===== src/rtl/ysyx_22041211_sram_arb_pkg.sv =====
// Shared types for the IFU/LSU data-SRAM arbiter: FSM states, owner id and IFU read mask.
package ysyx_22041211_sram_arb_pkg;

  typedef enum logic [1:0] {
    IDLE   = 2'd0,
    WAIT   = 2'd1,
    ACCESS = 2'd2,
    RESP   = 2'd3
  } state_t;

  typedef enum logic {
    OWN_IFU = 1'b0,
    OWN_LSU = 1'b1
  } owner_t;

  localparam logic [7:0] IFU_RMASK = 8'h0F;

endpackage


===== src/rtl/ysyx_22041211_rr_arb2.sv =====
// Two-way round-robin grant; the requester that did not win last time wins a tie.
module ysyx_22041211_rr_arb2
  import ysyx_22041211_sram_arb_pkg::*;
(
  input  logic ifu_valid,
  input  logic lsu_valid,
  input  logic last_grant,
  output logic gnt_ifu,
  output logic gnt_lsu
);

  logic last_lsu;

  always_comb begin
    last_lsu = (last_grant == OWN_LSU);
    gnt_ifu  = ifu_valid && (!lsu_valid || last_lsu);
    gnt_lsu  = lsu_valid && (!ifu_valid || !last_lsu);
  end

endmodule


===== src/rtl/ysyx_22041211_sram_arbiter.sv =====
// Shares one data-SRAM port between IFU (reads) and LSU (reads/writes), one transaction at a time.
module ysyx_22041211_sram_arbiter
  import ysyx_22041211_sram_arb_pkg::*;
#(
  parameter int ADDR_LEN = 32,
  parameter int DATA_LEN = 32,
  parameter int LAT      = 1
) (
  input  logic                clk,
  input  logic                rst,
  input  logic                ifu_req_valid,
  output logic                ifu_req_ready,
  input  logic [ADDR_LEN-1:0] ifu_addr,
  output logic                ifu_rsp_valid,
  input  logic                ifu_rsp_ready,
  output logic [DATA_LEN-1:0] ifu_rdata,
  input  logic                lsu_req_valid,
  output logic                lsu_req_ready,
  input  logic                lsu_wen,
  input  logic [ADDR_LEN-1:0] lsu_addr,
  input  logic [DATA_LEN-1:0] lsu_wdata,
  input  logic [7:0]          lsu_wmask,
  input  logic [7:0]          lsu_rmask,
  output logic                lsu_rsp_valid,
  input  logic                lsu_rsp_ready,
  output logic [DATA_LEN-1:0] lsu_rdata,
  output logic                sram_ren,
  output logic                sram_wen,
  output logic [ADDR_LEN-1:0] sram_raddr,
  output logic [ADDR_LEN-1:0] sram_waddr,
  output logic [DATA_LEN-1:0] sram_wdata,
  output logic [7:0]          sram_wmask,
  output logic [7:0]          sram_rmask,
  input  logic [DATA_LEN-1:0] sram_rdata
);

  localparam int CNT_W = $clog2(LAT) + 1;

  state_t              state_q;
  owner_t              owner_q;
  owner_t              last_grant_q;
  owner_t              nxt_owner;
  logic                wen_q;
  logic [ADDR_LEN-1:0] addr_q;
  logic [DATA_LEN-1:0] wdata_q;
  logic [7:0]          wmask_q;
  logic [7:0]          rmask_q;
  logic [CNT_W-1:0]    cnt_q;
  logic [DATA_LEN-1:0] ifu_rdata_q;
  logic [DATA_LEN-1:0] lsu_rdata_q;
  logic                gnt_ifu;
  logic                gnt_lsu;
  logic                idle;
  logic                access;
  logic                rsp_done;

  ysyx_22041211_rr_arb2 u_rr_arb2 (
    .ifu_valid  (ifu_req_valid),
    .lsu_valid  (lsu_req_valid),
    .last_grant (last_grant_q),
    .gnt_ifu    (gnt_ifu),
    .gnt_lsu    (gnt_lsu)
  );

  // Enables and readies are masked by rst so a reset cycle never touches the SRAM or accepts work.
  assign idle          = (state_q == IDLE) && !rst;
  assign access        = (state_q == ACCESS) && !rst;
  assign ifu_req_ready = idle && gnt_ifu;
  assign lsu_req_ready = idle && gnt_lsu;
  assign sram_ren      = access && !wen_q;
  assign sram_wen      = access && wen_q;
  assign sram_raddr    = addr_q;
  assign sram_waddr    = addr_q;
  assign sram_wdata    = wdata_q;
  assign sram_wmask    = wmask_q;
  assign sram_rmask    = rmask_q;
  assign ifu_rsp_valid = (state_q == RESP) && (owner_q == OWN_IFU);
  assign lsu_rsp_valid = (state_q == RESP) && (owner_q == OWN_LSU);
  assign ifu_rdata     = ifu_rdata_q;
  assign lsu_rdata     = lsu_rdata_q;
  assign rsp_done      = (owner_q == OWN_IFU) ? ifu_rsp_ready : lsu_rsp_ready;

  always_comb begin
    nxt_owner = OWN_IFU;
    if (gnt_lsu) nxt_owner = OWN_LSU;
  end

  always_ff @(posedge clk) begin
    if (rst) begin
      state_q      <= IDLE;
      owner_q      <= OWN_IFU;
      last_grant_q <= OWN_LSU;
      wen_q        <= 1'b0;
      addr_q       <= '0;
      wdata_q      <= '0;
      wmask_q      <= '0;
      rmask_q      <= '0;
      cnt_q        <= '0;
      ifu_rdata_q  <= '0;
      lsu_rdata_q  <= '0;
    end else begin
      case (state_q)
        IDLE: begin
          if (gnt_ifu || gnt_lsu) begin
            owner_q      <= nxt_owner;
            last_grant_q <= nxt_owner;
            wen_q        <= gnt_lsu && lsu_wen;
            addr_q       <= gnt_lsu ? lsu_addr : ifu_addr;
            wdata_q      <= gnt_lsu ? lsu_wdata : '0;
            wmask_q      <= gnt_lsu ? lsu_wmask : 8'h00;
            rmask_q      <= gnt_lsu ? lsu_rmask : IFU_RMASK;
            cnt_q        <= CNT_W'(LAT - 1);
            if (LAT > 1) state_q <= WAIT;
            else         state_q <= ACCESS;
          end
        end
        WAIT: begin
          cnt_q <= cnt_q - CNT_W'(1);
          if (cnt_q == CNT_W'(1)) state_q <= ACCESS;
        end
        ACCESS: begin
          if (owner_q == OWN_IFU) ifu_rdata_q <= wen_q ? '0 : sram_rdata;
          else                    lsu_rdata_q <= wen_q ? '0 : sram_rdata;
          state_q <= RESP;
        end
        RESP: begin
          if (rsp_done) state_q <= IDLE;
        end
        default: state_q <= IDLE;
      endcase
    end
  end

endmodule


===== config.mk =====
export PLATFORM = sky130hd
export DESIGN_NAME = ysyx_22041211_sram_arbiter
export DESIGN_NICKNAME = d
export VERILOG_FILES = /design/src/rtl/ysyx_22041211_sram_arb_pkg.sv /design/src/rtl/ysyx_22041211_rr_arb2.sv /design/src/rtl/ysyx_22041211_sram_arbiter.sv
export SDC_FILE = /design/constraint.sdc
export NUM_CORES = 1
export LEC_CHECK = 0
export BUFFER_PORTS_ARGS = -buffer_cell sky130_fd_sc_hd__buf_4
export CORE_AREA = 2 2 130 132
export CTS_CLUSTER_SIZE = 14
export DETAILED_ROUTE_END_ITERATION = 8
export DIE_AREA = 0 0 132 134
export PLACE_DENSITY_LB_ADDON = 0.1
export SLEW_MARGIN = 20
export SYNTH_ARGS = -nofsm -noshare
export SYNTH_HDL_FRONTEND = slang
export SYNTH_SLANG_ARGS = --single-unit

===== constraint.sdc =====
create_clock -name clk -period 1.4 [get_ports clk]
set_input_delay 0.28 -clock clk [delete_from_list [all_inputs] [get_ports clk]]
set_output_delay 0.28 -clock clk [all_outputs]
set_load 0.01 [all_outputs]

# Yosys cells after proc, flatten, opt, wreduce, memory -nomap -nowiden
# Index checks and enable logic that the tools add are counted.
# W data, S select, Z words.
# totals
ff_bits	150
latchBits	0
ramBits	0
mem_bits_ro	0
in_bits	151
out_inout_bits	182
wordCells	58
mem_count	0
# op_classes
add_sub_neg	1
n_mul	0
n_div	0
magnitude_cmp	0
eq_ne	6
n_shift	0
mux	13
bitwise_logic	1
n_reduce_logical	26
# ops
cell	count
$mux W32	3
$mux W8	2
$logic_and A1 B1 Y1	11
$pmux W2 S4	1
$reduce_and A2 Y1	4
$mux W2	3
$logic_not A1 Y1	5
$eq A2 B2 Y1 const B	2
$ne A2 B2 Y1 const B	2
$logic_or A1 B1 Y1	3
$mux W1	3
$reduce_and A3 Y1	1
$eq A2 B1 Y1 const B	1
$logic_not A2 Y1	1
$ne A2 B1 Y1 const B	1
$pmux W1 S2	1
$reduce_bool A2 Y1	1
$not A1 Y1	1
$sub A1 B1 Y1 const B	1

# Longest topological paths before layout
# Gate-level depths: netlist of run 1.
# logic_depth
depth_word	6
depth_mapped	6
mapped_depth_nobuf	3

# Hierarchy
# A second synthesis of run 1 with hierarchy kept.
# hier_totals
cells_unflattened	650
hier_area_um2	5985.7
# modules_own_cells
module	n_inst	cells_each	area_per_inst_um2	seq_area_each_um2
ysyx_22041211_sram_arbiter	1	647	5967.0	3002.9
ysyx_22041211_rr_arb2	1	3	18.8	0.0

# Worst setup path after synthesis of run 1
# Ideal clock, no wire load.
# synth_path
path_kind	reg2out
from	register wen_q
to	output sram_wen
t_arrival_ps	1175
t_required_ps	1120
path_slack_ps	-55
path_stages_with_launch	3
n_path_buf	1
cell_sequence	dfxtp_1 > clkbuf_1 > nor4bb_1
# synth_between
elab_chain_len	1
# synth_rtl
element	line_no	source
from (decl)	ysyx_22041211_sram_arbiter.sv:43	logic wen_q;
from (signal assigned)	ysyx_22041211_sram_arbiter.sv:107	wen_q <= gnt_lsu && lsu_wen;
$logic_and A1 B1 Y1	ysyx_22041211_sram_arbiter.sv:71	assign sram_wen = access && wen_q;
to (decl)	ysyx_22041211_sram_arbiter.sv:28	output logic sram_wen,
# No other way between the ends.

# Worst setup path in the final report of run 1
# layout_path
from	register state_q[0]
to	output sram_wen
# layout_between
elab_chain_len	3
# layout_rtl
element	line_no	source
from (decl)	ysyx_22041211_sram_arbiter.sv:39	state_t state_q;
from (signal assigned)	ysyx_22041211_sram_arbiter.sv:90	state_q <= IDLE;
from (signal assigned)	ysyx_22041211_sram_arbiter.sv:113	if (LAT > 1) state_q <= WAIT;
from (signal assigned)	ysyx_22041211_sram_arbiter.sv:114	else state_q <= ACCESS;
$eq A2 B2 Y1	ysyx_22041211_sram_arbiter.sv:67	assign access = (state_q == ACCESS) && !rst;
$logic_and A1 B1 Y1	ysyx_22041211_sram_arbiter.sv:67	
$logic_and A1 B1 Y1	ysyx_22041211_sram_arbiter.sv:71	
# No other way between the ends.

==> flow_summary.json, run 1 <==
{
  "grt_max_degree": 64,
  "drv_cap": 0,
  "crit_path_max_fanout": 4,
  "path_class": "flip-flop to primary output",
  "yosysWarnings": 0,
  "hp-class": "input port to flip-flop",
  "drcViolationCount": 0,
  "ant_nets": 0,
  "p_leak_nw": 4.600,
  "ys_ff_latch": 150,
  "syn-cell-area_um2": 6016,
  "setup_viol": 70,
  "setup.worst_path.start": "state_q[0]",
  "htreeDepth": 4,
  "clk_path_buf_depth": 2,
  "worstReg2RegStart": "state_q[0]",
  "syn_to_final_growth_pct": 67.93,
  "fin_crit_sh_pct": 117.8,
  "grt_pass1_vias": 5644,
  "nNetsFinal": 1140,
  "fin_ws_ns": -0.2488,
  "dp_hpwl_um": 13820,
  "wl_um": 20940,
  "portBuffers": 332,
  "cts-buffers-inserted": 17,
  "ir_worst_vdd_mv": 0.9104,
  "wl_per_cell_um": 17.14,
  "grt_pass1_wl_um": 29900,
  "rows": 47,
  "path_clk_slew_ns": 0.06,
  "max_slew_margin_pct": 62.74,
  "powerDensity_nw_per_um2": 1303,
  "cts_root_buffer": "clkbuf_16",
  "synthFlopType": "dfxtp_1",
  "finalClockSkew_ns": 0.01000,
  "first_pass_iters": 5,
  "drtIter0Drc": 256,
  "finalHoldViolations": 0,
  "ys_seq_area_share_pct": 49.92,
  "syn_nets": 826,
  "fin_util_pct": 62.02,
  "cp_data_required_time_ns": 1.12,
  "cts_tree": "done",
  "arrival_ns": 1.37,
  "num_antenna_cells": 0,
  "antenna_found_initial": 0,
  "ioPinCount": 333,
  "final_cell_mix": "buf_4 (349), nand2_1 (150), dfxtp_1 (146)",
  "rsz0062_at_grt": "yes",
  "synth_edf_count": 0,
  "worst_r2r_endpoint": "lsu_rdata[4]",
  "layout_commonest_cell": "buf_4",
  "slew_violations": 0,
  "whs_ns": 0.06564,
  "hold_start": "lsu_wdata[18]",
  "initial_core_util_pct": 36.93,
  "viasPerCell": 4.913,
  "critPathLaunchType": "flip-flop",
  "fin_cells": 1222,
  "drive_above_1_share_pct": 54.39,
  "die_h_um": 134,
  "dieWidth_um": 132,
  "dp.cells": 1171,
  "yosysUniqueCellTypes": 37,
  "period_needed_ns": 1.649,
  "syn_avg_cell_area_um2": 8.912,
  "worst_pin_slew_ns": 0.5589,
  "async_flop_share_pct": 0,
  "gp_congestion": 0.8022,
  "r2r_slack_ns": -0.21,
  "cts.sinks": 150,
  "fmax_ghz": 0.6065,
  "insertion_delay_ns": 0.42,
  "worstRegToRegCells": 7,
  "grt.overflow.total": 0,
  "status": "finished, violations left",
  "cp-end-kind": "primary output",
  "synthCells": 675,
  "vias": 6004,
  "die_area_um2": 17690,
  "dp_slack_ns": -0.05779,
  "hold_end": "sram_wdata[18]",
  "worstHoldPathCells": 2,
  "grt.total_usage_pct": 21.45,
  "core_area_um2": 16290,
  "failed_checks": "setup timing"
}
==> flip-flops by register name (all words and copies together) (netlist names) <==
signal and count:
sram_raddr 32, last_grant_q 1, owner_q 1, sram_wmask 8, wen_q 1, cnt_q 1, lsu_rdata 32, state_q 2
ifu_rdata 32, sram_rmask 8, sram_wdata 32
==> through the flow <==
step | TNS (ns) | total power, mW | cell area (um^2)
2_1_floorplan | -0.1968 | 6.627 | 6026
3_3_place_gp | -1.413 | 8.048 | 8671
3_5_place_dp | -2.110 | 8.073 | 8671
4_1_cts | -4.413 | 12.80 | 9409
5_1_grt | -14.08 | 13.71 | 10100
6_report | -10.55 | 13.16 | 10100
==> cell type report <==
class,count,area [um^2]
Clock buffer,23,488.0
Multi-Input combinational cell,434,2985
Clock inverter,9,116.4
Timing Repair Buffer,384,3217
Inverter,2,7.507
Tap cell,220,275.3
Sequential cell,150,3013
Fill cell,1456,6187
==> worst max-delay path, cell delays in order, from the launching register on <==
cell and delay (ns):
dfxtp_4 0.36, buf_6 0.13, nor4bb_4 0.27, buf_4 0.18
==> cell usage after synthesis, types with 2 or more instances <==
library cell  instances  area share [%]
nor2b_1              33             3.4
buf_2                24             2.0
o221a_2               4            0.75
dfxtp_1             150              50
nand3_1               2            0.17
inv_1                 2            0.12
a21oi_1              97             8.1
a311oi_2             18             4.5
buf_4                36             4.5
nand2_1             194              12
clkbuf_1             26             1.6
buf_6                 4            0.75
and3_1                3            0.31
nor2_1                2            0.12
a311oi_1             14             2.0
a22o_1               45             6.6
==> per-layer routing <==
layer / GRT usage (%) / wire length [um] / up-vias
met5: 0 / 0 / -
met4: 9.300 / 570 / 0
met3: 5.896 / 1342 / 30
met2: 36.20 / 10580 / 224
met1: 25.70 / 8453 / 2827
li1: - / - / 2923
==> cell families (layout without fill, tap and decap cells) <==
| family | after synthesis | after routing | share of synthesized area (%) |
|---|---|---|---|
| xor gates and xnor gates | 1 | 1 | 0.1456 |
| buffers and inverters | 92 | 418 | 8.985 |
| DFF | 150 | 150 | 49.92 |
| AOI/OAI and AO/OA | 186 | 186 | 23.15 |
| and+or+nand+nor | 245 | 246 | 17.64 |
| muxes | 1 | 1 | 0.1664 |
==> power by group <==
group	internal [mW]	switching, mW
registers	4.67	0.284
clock network	2.83	1.81
logic	1.86	1.72
==> worst max path at each step <==
stage / to / depth (start not counted)
global placement: sram_ren / 4
detailed placement: sram_wdata[30] / 5
global route: sram_wen / 3
floorplan: ifu_rdata[11] / 6
CTS: sram_wen / 3
finish: sram_wen / 3
==> repair_timing <==
action,in CTS,in global routing
resized for setup,21,136
endpoints found under the setup margin,6,147
hold endpoints to repair,0,0
buffers inserted,7,6
gates cloned,0,8
pin swaps,5,45
hold buffers,0,0
Power figures use the tool's default switching activity.
==> run 2, diff against run 1 <==
clock period = 2 ns   (was 1.4 ns; I/O delays follow)
==> run 2 against run 1 <==
  * The flow now finishes without violations
  * Utilization fell by 6.4 points
  * First-iteration DRC count fell by 21%
  * Setup slack improved by 0.37 ns
  * Non-clock buffer count fell by 29
  * Critical path depth rose by 1
  * Via count fell by 4.0%
  * Clock power fell by 29%
  * Sequential cell count did not move
  * Global-route usage fell by 0.32 points
==> flow_summary.json, run 2 (same netlist as run 1, synthesis figures left out) <==
{
  "status": "completed",
  "syn_to_final_growth_pct": 50.64,
  "cp_cell_sequence": "nor2_2 -> buf_6 -> and3_1 -> buf_4",
  "drcViolationCount": 0,
  "die_h_um": 134,
  "setup.worst_path.start": "state_q[1]",
  "crit_family": "flip-flops",
  "viasPerCell": 4.833,
  "powerDensity_nw_per_um2": 965.0,
  "initial_core_util_pct": 36.93,
  "fin_crit_sh_pct": 93.90,
  "period_needed_ns": 1.878,
  "ir_worst_vdd_mv": 0.6309,
  "cp-end-kind": "primary output",
  "portBuffers": 332,
  "final_cell_mix": "buf_4 (353), nand2_1 (194), dfxtp_1 (150)",
  "cts_root_buffer": "clkbuf_16",
  "vias": 5761,
  "worst_pin_slew_ns": 0.7077,
  "wl_um": 19270,
  "hp-class": "input port to flip-flop",
  "cts_resized": 0,
  "grt.overflow.total": 0,
  "grt.total_usage_pct": 21.13,
  "core_area_um2": 16290,
  "wl_per_cell_um": 16.16,
  "num_antenna_cells": 0,
  "rows": 47,
  "clk_path_buf_depth": 2,
  "worstReg2RegStart": "state_q[1]",
  "fillers": 1566,
  "worstRegToRegCells": 4,
  "layout_commonest_cell": "buf_4",
  "cts-buffers-inserted": 17,
  "drv_cap": 0,
  "first_pass_iters": 4,
  "insertion_delay_ns": 0.42,
  "max_slew_margin_pct": 52.82,
  "hold_start": "lsu_wmask[0]",
  "htreeDepth": 4,
  "finalHoldViolations": 0,
  "die_area_um2": 17690,
  "cts_tree": "done",
  "ioPinCount": 333,
  "rsz0062_at_grt": "no",
  "whs_ns": 0.1946,
  "grt_max_degree": 54,
  "fin_ws_ns": 0.1221,
  "antenna_found_initial": 0,
  "cpPeakStageDelay_ns": 0.38,
  "tns_ns": 0,
  "p_leak_nw": 4.079,
  "dieWidth_um": 132,
  "drive_above_1_share_pct": 42.70,
  "finalClockSkew_ns": 0.01113,
  "critPathSlowestCell": "dfxtp_1",
  "holdBufCountCts": 0,
  "path_clk_slew_ns": 0.06,
  "multi_input_area_um2": 2487,
  "setup_viol": 0,
  "ant_nets": 0,
  "cp_data_required_time_ns": 1.60,
  "drtIter0Drc": 201,
  "regArea_um2": 3003,
  "grt_pass1_wl_um": 29500,
  "gp_congestion": 0.7565,
  "worstHoldPathCells": 2,
  "dp_slack_ns": 0.3069,
  "crit_path_max_fanout": 16,
  "critPathBufInv": 2,
  "slew_violations": 0,
  "fmax_ghz": 0.5325,
  "cts.sinks": 150,
  "cp.depth": 4,
  "dp_hpwl_um": 13610,
  "nNetsFinal": 1110,
  "arrival_ns": 1.48,
  "critPathLaunchType": "flip-flop",
  "grt_pass1_vias": 5469,
  "path_class": "flip-flop to primary output",
  "post-cts-setup-buffer-count": 0
}
==> run 2: cell types whose count changed in the layout (fill, tap and decap cells not counted), moves of 4 or more <==
cell,previous run,this run
a21oi_1,52,97
a21oi_2,45,0
nand2_1,150,194
nand2_4,30,0
nand2_2,14,0
buf_12,14,1
buf_6,13,1
clkbuf_16,22,17
buf_4,349,353
dfxtp_1,146,150
==> run 2: path summary, 6_finish.rpt <==
path                                  endpoint  slack [ns]
worst min-delay path             sram_wmask[0]        0.19
worst min register to register    lsu_rdata[8]        0.45
worst max register to register  sram_raddr[14]        0.38
worst max-delay path             ifu_req_ready        0.12
==> run 2: through the flow <==
step,total power [mW],std cells,utilization (%),area (um^2)
2_1_floorplan,4.634,675,-,6016
3_3_place_gp,5.521,1160,51.84,8444
3_5_place_dp,5.528,1160,51.84,8444
4_1_cts,8.829,1192,55.57,9052
5_1_grt,9.128,1192,55.63,9062
6_report,8.745,1192,55.63,9062
==> run 2: power by group <==
part | internal, mW | leakage, nW | switching (mW)
clock | 2.03 | 0.286 | 1.26
combinational | 0.993 | 2.57 | 0.993
sequential | 3.26 | 1.23 | 0.201
total | 6.29 | 4.08 | 2.46
==> run 2: layout make-up <==
cell class	count	share of cell area, %
sequential	150	33.14
timing repair buffer	355	29.59
multi-input combinational	433	27.45
clock buffer	21	5.081
tap	220	3.037
clock inverter	11	1.629
inverter	2	0.08284
==> run 2: worst reg2reg max path, stage by stage (launching register included) <==
cell      delay [ns]
dfxtp_1         0.38
nor2_2          0.18
buf_6           0.20
and2_4          0.50
a311oi_2        0.20
==> run 2: routing by layer <==
layer  GRT usage [%]  vias to the layer above  part of all wire (%)  wire length [um]
li1                -                     2859                     -                 -
met1           26.38                     2661                    44              8392
met2           35.07                      217                    48              9198
met3           5.556                       24                   6.6              1279
met4           8.092                        0                   2.1               395
met5               0                        -                     0                 0
==> run 3, diff against run 2 <==
ABC_AREA = 1   (was default)
CORE_AREA = 2 2 131 133   (was 2 2 130 132)
DIE_AREA = 0 0 133 135   (was 0 0 132 134)
GPL_TIMING_DRIVEN = 0   (was default)
SETUP_SLACK_MARGIN = 0.4   (was default)
==> run 3 against run 2 <==
  * Critical path type unchanged
  * Combinational power is 18% higher
  * Register-to-register slack better by 0.02 ns
  * Utilization is 3.2 points higher
  * Largest power group unchanged
  * Synthesized cell count is 21% higher
==> flow_summary.json, run 3 <==
{
  "ioPinCount": 333,
  "async_flop_share_pct": 0,
  "first_pass_iters": 4,
  "syn-cell-area_um2": 6082,
  "syn_nets": 967,
  "slew_violations": 0,
  "max_slew_margin_pct": 68.05,
  "netlist_top_cells_area": "dfxtp_1 (49%), nand2_1 (12%), nor2_1 (5.6%), buf_4 (5.6%), a21oi_1 (5.4%)",
  "cp-end-kind": "primary output",
  "rsz0062_at_grt": "yes",
  "dp_hpwl_um": 15560,
  "drive_above_1_share_pct": 39.28,
  "synth_most_common_cell": "nand2_1",
  "cp_cell_sequence": "nor3_4 -> buf_4 -> buf_6 -> o211a_1 -> buf_6",
  "die_area_um2": 17960,
  "cp_data_required_time_ns": 1.60,
  "period_needed_ns": 1.827,
  "ant_nets": 0,
  "setup_viol": 0,
  "grt.overflow.total": 0,
  "num_antenna_cells": 0,
  "synth_edf_count": 0,
  "fin_crit_sh_pct": 91.36,
  "powerDensity_nw_per_um2": 962.4,
  "hp-class": "input port to flip-flop",
  "die_h_um": 135,
  "arrival_ns": 1.43,
  "clk_path_buf_depth": 2,
  "synth_top_area_share_pct": 49.37,
  "grt.total_usage_pct": 22.06,
  "cts-buffers-inserted": 17,
  "insertion_delay_ns": 0.42,
  "wl_per_cell_um": 14.34,
  "ys_ff_latch": 150,
  "core_area_um2": 16410,
  "synth_commonest_cells": "nand2_1 (199), dfxtp_1 (150), nor2_1 (91)",
  "grt_pass1_wl_um": 31190,
  "path_class": "flip-flop to primary output",
  "portBuffers": 331,
  "synthFlopType": "dfxtp_1",
  "crit_top_cell": "buf_6",
  "finalClockSkew_ns": 0.006060,
  "synthCells": 816,
  "cts_tree": "done",
  "antenna_found_initial": 0,
  "rows": 47,
  "cts_root_buffer": "clkbuf_16",
  "fin_cells": 1409,
  "critPathSlowestCell": "dfxtp_4",
  "yosys.area.top_type": "dfxtp_1",
  "wl_um": 20210,
  "final_cell_mix": "buf_4 (381), nand2_1 (196), dfxtp_1 (146)",
  "drv_cap": 0,
  "ir_worst_vdd_mv": 0.5560,
  "grt_max_degree": 17,
  "viasPerCell": 4.522,
  "htreeDepth": 4,
  "yosysUniqueCellTypes": 23,
  "report.power.total_mw": 9.290,
  "gp_congestion": 0.8286,
  "layout_commonest_cell": "buf_4",
  "dieWidth_um": 133,
  "place_area_um2": 8845,
  "syn_avg_cell_area_um2": 7.454,
  "vias": 6372,
  "drcViolationCount": 0,
  "syn_to_final_growth_pct": 58.71,
  "finalHoldViolations": 0,
  "initial_core_util_pct": 37.07,
  "final_area_um2": 9653,
  "p_leak_nw": 4.999,
  "dp.cells": 1367,
  "critPathLaunchType": "flip-flop",
  "status": "completed",
  "nNetsFinal": 1327,
  "drtIter0Drc": 261,
  "cts.sinks": 150,
  "grt_pass1_vias": 5954,
  "fillers": 1582,
  "path_clk_slew_ns": 0.06,
  "tns_ns": 0,
  "cpPeakStageDelay_ns": 0.35,
  "worst_pin_slew_ns": 0.4792,
  "yosysWarnings": 0,
  "fmax_ghz": 0.5473,
  "ys_seq_area_share_pct": 49.37,
  "crit_path_max_fanout": 2
}
run 3: cell count changes after synthesis, sizes merged, moves of 33 or more:
cell   before  now
a22o       45    0
inv         2   53
nand3       2   49
nor2        2   93
nor2b      33    0
o21ai       0  110
run 3: critical path, delay by kind of cell, from the launching register on:
family / cells / cell delay (ns)
AOI/OAI and AO/OA: 1 / 0.14
buffers and inverters: 3 / 0.33
DFF: 1 / 0.35
and+or+nand+nor: 1 / 0.20
run 3: through the flow:
stage | hold WS, ns | worst slack (ns) | utilization [%]
4_1_cts | 0.1504 | 0.1568 | 58.53
2_1_floorplan | 0.4353 | 0.4288 | -
3_3_place_gp | 0.4473 | 0.008678 | 53.91
3_5_place_dp | 0.4512 | 0.02040 | 53.91
5_1_grt | 0.1500 | 0.08548 | 58.83
6_report | 0.1660 | 0.1728 | 58.83
run 3: cell families after synthesis:
logic type	after synthesis	share of synthesized area (%)
buf+inv	140	12.65
flops	150	49.37
compound gates	178	14.79
simple gates	348	23.18
run 3: cell type report:
class / instances / area (um^2) / area share (%)
clock buffers: 19 / 442.9 / 4.588
flip-flops and latches: 150 / 3015 / 31.24
clock inverters: 13 / 192.7 / 1.996
multi-input cells: 526 / 2346 / 24.30
inverters: 55 / 221.5 / 2.294
well taps: 220 / 275.3 / 2.852
plain buffers: 85 / 584.3 / 6.053
repair buffers: 341 / 2575 / 26.68
run 3: worst paths after layout:
check	from	to	slack, ns	cells past startpoint
hold / removal	lsu_wdata[25]	sram_wdata[25]	0.17	3
hold reg to reg	cnt_q	cnt_q	0.46	2
setup / recovery	state_q[1]	ifu_req_ready	0.17	5
setup reg to reg	state_q[1]	ifu_rdata[1]	0.40	10
run 3: routing by layer:
layer / global-route usage [%] / wire length, um
met4: 6.810 / 300
met1: 25.40 / 8224
met2: 38.00 / 9963
met5: 0 / 0
met3: 8.483 / 1722
run 3: power by group:
group	switching, mW	internal, mW
Combinational	1.15	1.19
Sequential	0.228	3.31
Clock	1.27	2.14
Total	2.65	6.64
run 3: repair_timing:
| item | CTS | global route |
|---|---|---|
| gates cloned | 0 | 0 |
| setup endpoints to repair | 6 | 6 |
| pin swaps | 2 | 1 |
| buffers inserted | 7 | 3 |
| gates resized for setup | 22 | 6 |
| hold buffers | 0 | 0 |
